## src/rtl/count_event_monitor.sv

```systemverilog
// Watches a counter's output and queues wrap-up, wrap-down and load-jump events,
// each with a timestamp, in a small show-ahead FIFO that has a valid/ready head.
module count_event_monitor #(
  parameter int CW    = 4,
  parameter int DEPTH = 4,
  parameter int TSW   = 8
) (
  input  logic                     clock,
  input  logic                     resetn,
  input  logic [CW-1:0]            count,
  input  logic                     clr,
  input  logic                     ev_ready,
  output logic                     ev_valid,
  output logic [1:0]               ev_type,
  output logic [CW-1:0]            ev_value,
  output logic [TSW-1:0]           ev_time,
  output logic [$clog2(DEPTH):0]   level,
  output logic                     overflow
);

  localparam int AW = $clog2(DEPTH);
  localparam int LW = AW + 1;

  typedef enum logic {
    UNPRIMED = 1'b0,
    TRACK    = 1'b1
  } state_t;

  state_t          state_reg, state_next;
  logic [CW-1:0]   prev_reg;
  logic [TSW-1:0]  ts_reg;
  logic [CW-1:0]   delta;
  logic            is_event;
  logic [1:0]      ev_kind;

  logic [1:0]      type_mem  [DEPTH];
  logic [CW-1:0]   value_mem [DEPTH];
  logic [TSW-1:0]  time_mem  [DEPTH];
  logic [AW-1:0]   wr_ptr_reg, rd_ptr_reg;
  logic [LW-1:0]   level_reg;
  logic            overflow_reg;

  logic            full, empty, pop, push_ok;

  // The wrap checks come first because the wraps are themselves +-1 steps mod 2^CW.
  always_comb begin
    state_next = state_reg;
    delta      = count - prev_reg;
    is_event   = 1'b0;
    ev_kind    = 2'b10;
    case (state_reg)
      UNPRIMED: state_next = TRACK;
      TRACK: begin
        if (prev_reg == {CW{1'b1}} && count == '0) begin
          is_event = 1'b1;
          ev_kind  = 2'b00;
        end else if (prev_reg == '0 && count == {CW{1'b1}}) begin
          is_event = 1'b1;
          ev_kind  = 2'b01;
        end else if (delta != '0 && delta != CW'(1) && delta != {CW{1'b1}}) begin
          is_event = 1'b1;
          ev_kind  = 2'b10;
        end
      end
      default: state_next = UNPRIMED;
    endcase
    if (clr) state_next = UNPRIMED;
  end

  assign full    = (level_reg == LW'(DEPTH));
  assign empty   = (level_reg == '0);
  assign pop     = !empty && ev_ready;
  // A pop in the same cycle frees the slot, so a push into a full FIFO still fits.
  assign push_ok = is_event && (!full || pop);

  always_ff @(posedge clock or negedge resetn) begin
    if (!resetn) begin
      state_reg    <= UNPRIMED;
      prev_reg     <= '0;
      ts_reg       <= '0;
      wr_ptr_reg   <= '0;
      rd_ptr_reg   <= '0;
      level_reg    <= '0;
      overflow_reg <= 1'b0;
    end else if (clr) begin
      state_reg    <= state_next;
      prev_reg     <= '0;
      ts_reg       <= '0;
      wr_ptr_reg   <= '0;
      rd_ptr_reg   <= '0;
      level_reg    <= '0;
      overflow_reg <= 1'b0;
    end else begin
      state_reg <= state_next;
      prev_reg  <= count;
      ts_reg    <= ts_reg + TSW'(1);
      if (push_ok) wr_ptr_reg <= wr_ptr_reg + AW'(1);
      if (pop)     rd_ptr_reg <= rd_ptr_reg + AW'(1);
      level_reg <= level_reg + LW'(push_ok) - LW'(pop);
      if (is_event && full && !pop) overflow_reg <= 1'b1;
    end
  end

  always_ff @(posedge clock) begin
    if (push_ok && !clr) begin
      type_mem[wr_ptr_reg]  <= ev_kind;
      value_mem[wr_ptr_reg] <= count;
      time_mem[wr_ptr_reg]  <= ts_reg;
    end
  end

  // Head fields are forced to zero when empty so reset and drained states read clean.
  assign ev_valid = !empty;
  assign ev_type  = ev_valid ? type_mem[rd_ptr_reg]  : '0;
  assign ev_value = ev_valid ? value_mem[rd_ptr_reg] : '0;
  assign ev_time  = ev_valid ? time_mem[rd_ptr_reg]  : '0;
  assign level    = level_reg;
  assign overflow = overflow_reg;

endmodule

```

## config.mk

```make
export PLATFORM = sky130hd
export DESIGN_NAME = count_event_monitor
export DESIGN_NICKNAME = d
export VERILOG_FILES = /design/src/rtl/count_event_monitor.sv
export SDC_FILE = /design/constraint.sdc
export NUM_CORES = 1
export LEC_CHECK = 0
export BUFFER_PORTS_ARGS = -buffer_cell sky130_fd_sc_hd__buf_2
export CELL_PAD_IN_SITES_DETAIL_PLACEMENT = 1
export CELL_PAD_IN_SITES_GLOBAL_PLACEMENT = 1
export CORE_ASPECT_RATIO = 0.75
export CORE_UTILIZATION = 45
export CTS_BUF_LIST = sky130_fd_sc_hd__clkbuf_4 sky130_fd_sc_hd__clkbuf_8
export DETAILED_ROUTE_END_ITERATION = 7
export PLACE_DENSITY_LB_ADDON = 0.3
export SLEW_MARGIN = 15
export SYNTH_ARGS = -nofsm -noshare
export SYNTH_HDL_FRONTEND = slang
export SYNTH_SLANG_ARGS = --single-unit
```

## constraint.sdc

```tcl
create_clock -name clock -period 3.3 [get_ports clock]
set_input_delay 0.66 -clock clock [delete_from_list [all_inputs] [get_ports clock]]
set_output_delay 0.66 -clock clock [all_outputs]
set_load 0.01 [all_outputs]
```

Yosys cells after proc, flatten, opt, wreduce, memory -nomap -nowiden. Memories as Yosys holds them, arrays and structs flattened. Cells that the tools add are included.

Bits in registers: 21. RAM bits: 56. Input bits: 8. Output and inout port bits: 19. Word-level logic and storage cells: 64. Memories: 3.

Memory list: time_mem (depth 4, bits a word 8, read ports 1, clocked after memory_dff 0, write ports 1, RTL line 38) `logic [TSW-1:0] time_mem [DEPTH];`; value_mem (depth 4, bits a word 4, read ports 1, clocked after memory_dff 0, write ports 1, RTL line 37) `logic [CW-1:0] value_mem [DEPTH];`; type_mem (depth 4, bits a word 2, read ports 1, clocked after memory_dff 0, write ports 1, RTL line 36) `logic [1:0] type_mem [DEPTH];`.

Add/sub/neg operators: 6. Equal/unequal tests: 5. Mux-type cells: 22. Reduce and logical (&&, ||, !) cells: 21.

Operators by type and width (count): 2-bit 2-to-1 mux (8); 8-bit 2-to-1 mux (2); 1-bit logical AND (9); 1-bit 2-to-1 mux (9); 8-bit by 1-bit adder with 8-bit output (second input constant) (1); 4-bit == test (second input constant) (2); 4-bit logical NOT (2); 4-bit 2-to-1 mux (2); 2-bit nonzero test (3); 2-bit by 1-bit adder with 2-bit output (second input constant) (2); 1-bit logical NOT (4); 4-bit by 1-bit inequality test with 1-bit output (second input constant) (1); 4-bit inequality test (second input constant) (1); 4-bit nonzero test (1); 4-bit subtractor (1); 3-bit by 1-bit adder with 3-bit output (1); 3-bit == test (second input constant) (1); 3-bit logical NOT (1); 3-bit 2-to-1 mux (1); 3-bit by 1-bit subtractor with 3-bit output (1); 1-bit logical OR (1).

Longest topological paths before layout. Gate-level depths: netlist of run 1.

Word-level depth: 12. Mapped depth: 14.

Worst setup path before layout of run 1. Ideal clock, no wire load.

Path kind: in2reg. Start: input port count[0]. End: memory time_mem[0][0], enable pin. Setup time: 0.406 ns. Arrival time: 3.062 ns. Setup slack: -0.168 ns. Cell stages on the path: 9. Path buffers: 1. Path through: inv_1 > ha_1 > fa_1 > xor2_1 > or3_1 > mux2i_1 > o22a_1 > buf_6 > nor3b_1.

Longest elaborated chain between the ends: 12.

RTL lines: start: declaration (RTL line 10) `input logic [CW-1:0] count,`; 4-bit subtractor (RTL line 48) `delta = count - prev_reg;`; 4-bit by 1-bit inequality test with 1-bit output / 4-bit nonzero test (equally long branches) (RTL line 60) `end else if (delta != '0 && delta != CW'(1) && delta != {CW{1'b1}}) begin`; 1-bit logical AND (2 in series) (RTL line 60); 1-bit 2-to-1 mux (RTL line 60); 1-bit 2-to-1 mux (RTL line 57) `end else if (prev_reg == '0 && count == {CW{1'b1}}) begin`; 1-bit 2-to-1 mux (*) (RTL line 54) `if (prev_reg == {CW{1'b1}} && count == '0) begin`; 1-bit 2-to-1 mux (*) (RTL line 51) `case (state_reg)`; 1-bit logical AND (*) (RTL line 74) `assign push_ok = is_event && (!full || pop);`; 1-bit logical AND (*) (RTL line 105) `if (push_ok && !clr) begin`; 1-bit 2-to-1 mux (*) (RTL line 105); 1-bit 2-to-1 mux (not written as such) (*) (RTL line 108) `time_mem[wr_ptr_reg] <= ts_reg;`; end: declaration (RTL line 38).

Mark *: on every way between the ends. The rest lies on a longest branch, timed or not.

Worst setup path after layout of run 1.
Start: input port count[0]. End: register level_reg[2] (netlist: level[2]).

Longest elaborated chain between the ends: 12.

RTL lines: 4-bit subtractor (RTL line 48); 4-bit by 1-bit inequality test with 1-bit output / 4-bit nonzero test (equally long branches) (RTL line 60); 1-bit logical AND (2 in series) (RTL line 60); 1-bit 2-to-1 mux (RTL line 60); 1-bit 2-to-1 mux (RTL line 57); 1-bit 2-to-1 mux (*) (RTL line 54); 1-bit 2-to-1 mux (*) (RTL line 51); 1-bit logical AND (*) (RTL line 74); 3-bit by 1-bit adder with 3-bit output (*) (RTL line 99) `level_reg <= level_reg + LW'(push_ok) - LW'(pop);`; 3-bit by 1-bit subtractor with 3-bit output (*) (RTL line 99); 3-bit 2-to-1 mux (*) (RTL line 85) `end else if (clr) begin`; end signal: assignment (RTL line 99); end: declaration (RTL line 40) `logic [LW-1:0] level_reg;`.

Marks and branches as above. A chain may end at the register's enable or synchronous reset.

==> results of run 1 <==
## layout make-up
class / instances / area [um2] / area share (%)
multi-input combinational: 107 / 1041 / 26.94
inverter: 10 / 37.54 / 0.9715
tap: 98 / 122.6 / 3.174
timing repair buffer: 37 / 212.7 / 5.505
clock buffer: 10 / 131.4 / 3.400
sequential: 77 / 2207 / 57.12
clock inverter: 6 / 111.4 / 2.882
## power by group through the flow
| stage | Combinational [mW] | Sequential [mW] | Clock (mW) |
|---|---|---|---|
| after floorplan | 0.481 | 1.17 | 0 |
| after global placement | 0.681 | 1.19 | 0 |
| after detailed placement | 0.688 | 1.20 | 0 |
| after CTS | 0.696 | 1.18 | 0.865 |
| after global routing | 0.752 | 1.19 | 0.906 |
| final | 0.678 | 1.18 | 0.844 |
## worst max-delay path by stage
stage / start / endpoint / slack, ns / depth (start not counted)
6_report: count[0] / level[2] / 0.23 / 14
3_5_place_dp: count[0] / level[2] / -0.12 / 14
3_3_place_gp: count[0] / level[2] / -0.04 / 14
2_1_floorplan: count[0] / time_mem[0][0] / -0.17 / 9
4_1_cts: count[0] / level[2] / 0.25 / 14
5_1_grt: count[0] / level[2] / 0.08 / 14
## placed cells by master (no fill, tap or decap), drive strengths merged
cell	Yosys	layout
mux4	14	14
fa	2	2
and3	3	3
dfrtp	21	21
clkinv	0	3
nand3	6	6
a21oi	1	1
nor2	15	15
nor4	1	1
xor2	9	9
nand2	5	5
mux2	1	1
clkbuf	5	10
nor2b	4	4
buf	3	37
bufinv	0	3
and4bb	1	1
nor3b	4	4
or3	2	2
inv	10	10
nand4b	1	1
a41oi	1	1
mux2i	2	2
edfxtp	56	56
o211a	1	1
nand2b	1	1
nor4b	1	1
nor3	1	1
o211ai	1	1
o22a	1	1
ha	9	9
and2	14	14
o21ai	1	1
xnor2	5	5
## stage by stage
step / setup TNS, ns / std cells / power [mW] / hold WS (ns) / worst slack [ns]
global placement: -0.04404 / 329 / 1.875 / 0.5177 / -0.04404
floorplan: -9.390 / 202 / 1.650 / 0.3644 / -0.1677
global route: 0 / 345 / 2.846 / 0.3006 / 0.07750
finish: 0 / 345 / 2.697 / 0.2793 / 0.2313
CTS: 0 / 345 / 2.738 / 0.2832 / 0.2482
detailed placement: -0.1598 / 329 / 1.886 / 0.5369 / -0.1212
## critical path, cell delays in order
cell,delay (ns)
buf_2,0.09
inv_1,0.05
ha_1,0.22
fa_1,0.37
xor2_1,0.18
or3_1,0.31
mux2i_1,0.22
o22a_1,0.20
xor2_1,0.16
ha_1,0.17
inv_1,0.05
fa_1,0.37
xnor2_1,0.16
nor2_1,0.05
## cell families after synthesis
family          after synthesis  share of synthesized area [%]
flops                        77                          66.77
simple gates                 59                          10.37
buf+inv                      18                          2.347
mux                          17                          10.60
xor+xnor                     14                          3.709
fa+ha+maj                    11                          4.618
compound gates                6                          1.590
## layer usage
| metal | track usage [%] | vias to the layer above |
|---|---|---|
| li1 | - | 818 |
| met1 | 25.58 | 912 |
| met2 | 29.45 | 44 |
| met3 | 5.138 | 8 |
| met4 | 7.101 | 0 |
| met5 | 0 | - |
==> flow_summary.ini, run 1 <==
[status]
run_status = finished clean

[placed_design]
hpwl_mm = 4.210
gp_congestion = 0.7684
placed_cell_area_um2 = 3621
port_buffers = 26

[sta]
period_needed_ns = 3.069
finalSetupViolations = 0
hold_violations = 0
slew_viol_final = 0
max_freq_mhz = 325.9
period_share_pct = 92.99
clock_skew_ns = 0.007222
relSlewSlack_pct = 52.58
tightest_slew_ns = 0.7113
rsz0062_at_grt = false

[power_and_ir_drop]
sequentialPowerShare_pct = 43.6
p_int_mw = 1.955
powerDensity_nw_per_um2 = 697.9
pwr-share-clk_pct = 31.3
vdd_drop_max_v = 0.0003670
total_leakage_power_nw = 1.502
combPwrFrac_pct = 25.1
switching_share_pct = 27.50
power_switching_uw = 741.5

[die]
pin_count = 27
start_util_pct = 47.48
fp.dieW_um = 101.0
rows = 26
die_area_um2 = 7696
core-area_um2 = 6962
die-height_um = 76.23

[worst_setup_path]
critical_path_arrival_ns = 3.28
worstSetupEndpointType = register
worstReg2RegStart = prev_reg[0]
reg2reg_to = level[2]
critPathMaxFanout = 2
ff2ff_path_depth = 12
critPathRequiredTime_ns = 3.52
start_kind = input pin
path_class = input pin to register
regToRegSetupSlack_ns = 0.27

[cts]
ctsHoldBuffers = 0
cts_made_buffers = 9
cts_sinks = 77
cts_tree = yes
clk_pin_slew_worst_paths_ns = 0.08
cts_buffer_depth = 2
cts_resized = 0
htreeDepth = 3
insertion_delay_ns = 0.34
postCtsSetupBuffers = 0
root_buffer = clkbuf_8

[route]
drt.antenna.violating_nets = 0
detail_route.wl_per_cell_um = 18.40
wl_met1_mm = 2.925
firstDrtPassIters = 4
met3WireLength_um = 282
drt-initial-drc-count = 68
met2WireLength_mm = 3.077
drc = 0
wirelength_mm = 6.348
num_vias = 1782
viasPerCell = 5.165
top_layer = met4

[yosys]
yosysUniqueCellTypes = 34
avgSynthCellArea_um2 = 16.36
syn_area_um2 = 3306
synth.most_common_cell = edfxtp_1
yosys-top-cells-area = edfxtp_1 51%, dfrtp_1 16%, mux4_2 9.5%
synth_top_area_cell = edfxtp_1
ys_warn_count = 0
ys_seq_area_share_pct = 66.77
synth_commonest_cells = 56 x edfxtp_1, 21 x dfrtp_1, 15 x nor2_1, 14 x and2_1, 14 x mux4_2
synth_top_area_share_pct = 50.87
syn_inst = 202
synthFlopType = edfxtp_1
ys_async_sr_fraction_pct = 27.27
synth_edf_count = 56
syn-num-nets = 221
synth_seq_cells = 77

[layout]
largest-register = time_mem
largest_registers = time_mem x32, value_mem x16
largest_reg_flops = 32
final_nets = 261
antenna_cells = 0
fin_area_um2 = 3864
fin_util_pct = 55.50
drive_gt1_share_pct = 29.96
nFillCells = 672
syn_to_final_growth_pct = 16.88

[global_route]
grt_pass1_wl_mm = 10.47
grt_use_total_pct = 18.93
grt_pass1_vias = 1944
grt_start_max_net_pins = 25
antenna_found_initial = 0
grt_overflow = 0

[job]
maxCapViolations = 0

[worst_hold_path]
hold_path.class = input pin to asynchronous set/reset pin
No activity file was read; power rests on OpenSTA's default activity.
==> inputs of run 2 (changes only) <==
HOLD_SLACK_MARGIN = 0.06   (was not set)
clock period = 2.8 ns   (was 3.3 ns; I/O delays follow)
==> flow_summary.ini, run 2 (synthesis results as in run 1) <==
[placed_design]
hpwl_mm = 4.417
placed_cell_area_um2 = 3739
dp_cells = 335
gp_congestion = 0.7767
port_buffers = 26

[cts]
cts_buffer_depth = 2
cts_tree = yes
postCtsSetupBuffers = 0
insertion_delay_ns = 0.35
clk_pin_slew_worst_paths_ns = 0.08
cts_made_buffers = 9
root_buffer = clkbuf_8
cts_sinks = 77
ctsHoldBuffers = 0
htreeDepth = 3

[die]
start_util_pct = 47.48
rows = 26
pin_count = 27
die_area_um2 = 7696
core-area_um2 = 6962
die-height_um = 76.23
fp.dieW_um = 101.0

[worst_setup_path]
worstSetupEndpointType = register
critical_path_arrival_ns = 3.13
start_kind = register
critPathMaxFanout = 2
path_class = register to register
critPathRequiredTime_ns = 3.02

[worst_hold_path]
hold_path.class = input pin to asynchronous set/reset pin

[sta]
holdWs_ns = 0.1752
tightest_slew_ns = 0.5251
period_needed_ns = 2.915
clock_skew_ns = 0.008194
period_share_pct = 104.1
relSlewSlack_pct = 64.99
max_freq_mhz = 343.0
slew_viol_final = 0
hold_violations = 0
setup_ws_ns = -0.1155
finalSetupViolations = 2
rsz0062_at_grt = true
finalSetupTns_ns = -0.2046

[layout]
final_nets = 267
fin_area_um2 = 3948
drive_gt1_share_pct = 34.78
final_common_cell = edfxtp_1
antenna_cells = 0
syn_to_final_growth_pct = 19.42
largest-register = time_mem
nFillCells = 687
largest_registers = time_mem x32, value_mem x16
layout_common_cells = 56 x edfxtp_1, 25 x buf_2, 21 x dfrtp_1
instances_no_fill = 351
largest_reg_flops = 32

[route]
detail_route.wl_per_cell_um = 19.01
drc = 0
wirelength_mm = 6.673
drt.antenna.violating_nets = 0
drt-initial-drc-count = 94
firstDrtPassIters = 4
viasPerCell = 5.142
num_vias = 1805

[global_route]
grt_use_total_pct = 19.88
grt_overflow = 0
antenna_found_initial = 0
grt_pass1_wl_mm = 10.98
grt_start_max_net_pins = 25
grt_pass1_vias = 2015

[power_and_ir_drop]
vdd_drop_max_v = 0.0003625
powerDensity_nw_per_um2 = 786.5
total_power_mw = 3.105
total_leakage_power_nw = 1.522

[status]
run_status = finished, violations left
violations = negative setup slack

[job]
maxCapViolations = 0
run 2: cell count changes in the layout (fill, tap and decap cells not counted), moves of 2 or more:
| cell | before | now |
|---|---|---|
| fa_1 | 2 | 0 |
| buf_12 | 0 | 4 |
| inv_1 | 10 | 8 |
| fa_2 | 0 | 2 |
| buf_4 | 11 | 13 |
| bufinv_16 | 3 | 1 |
| ha_1 | 9 | 7 |
| clkbuf_4 | 1 | 3 |
run 2: what timing repair did:
item,in CTS,in global routing
pin swaps,1,1
endpoints found under the setup margin,2,2
gates resized for setup,0,2
run 2: power by group:
group / total (mW) / internal, mW / switching (mW)
sequential: 1.37 / 1.30 / 0.0632
clock: 0.838 / 0.435 / 0.403
combinational: 0.902 / 0.450 / 0.452
total: 3.10 / 2.19 / 0.918
run 2: cell type report:
| type | instances | area (um2) | area share, % |
|---|---|---|---|
| Clock inverter | 5 | 60.06 | 1.521 |
| Inverter | 10 | 40.04 | 1.014 |
| Multi-Input combinational cell | 107 | 1069 | 27.07 |
| Tap cell | 98 | 122.6 | 3.106 |
| Timing Repair Buffer | 43 | 310.3 | 7.861 |
| Sequential cell | 77 | 2207 | 55.91 |
| Clock buffer | 11 | 138.9 | 3.518 |
run 2: path summary, 6_finish.rpt:
path / startpoint / endpoint / slack [ns] / cells past startpoint
max in group asynchronous: resetn / prev_reg[3] / 2.27 / 1
setup reg to reg: prev_reg[0] / level[1] / -0.12 / 11
setup / recovery: prev_reg[0] / level[1] / -0.12 / 11
hold reg to reg: ts_reg[7] / time_mem[1][7] / 0.56 / 0
min in group clock: count[1] / value_mem[0][1] / 0.48 / 1
hold / removal: resetn / wr_ptr_reg[1] / 0.18 / 1
run 2: metrics by stage:
step           setup slack, ns  utilization, %
2_1_floorplan          -0.2077               -
3_3_place_gp           -0.4011           53.70
3_5_place_dp           -0.4387           53.70
4_1_cts                -0.1296           56.56
5_1_grt                -0.2356           56.70
6_report               -0.1155           56.70
run 2: layer usage:
| layer | track usage [%] | vias up | part of all wire [%] |
|---|---|---|---|
| met4 | 3.913 | 0 | 0.84 |
| li1 | - | 831 | - |
| met3 | 6.606 | 8 | 3.4 |
| met5 | 0 | - | 0 |
| met2 | 33.15 | 33 | 50 |
| met1 | 25.49 | 933 | 46 |
run 2: critical path, cell delays in order, from the launching register on:
cell and delay (ns):
dfrtp_1 0.41, ha_4 0.18, fa_2 0.35, xor2_1 0.17
or3_1 0.33, mux2i_1 0.20, o22a_1 0.22, xor2_1 0.17
ha_2 0.19, inv_2 0.03, fa_2 0.50, nor2_1 0.04
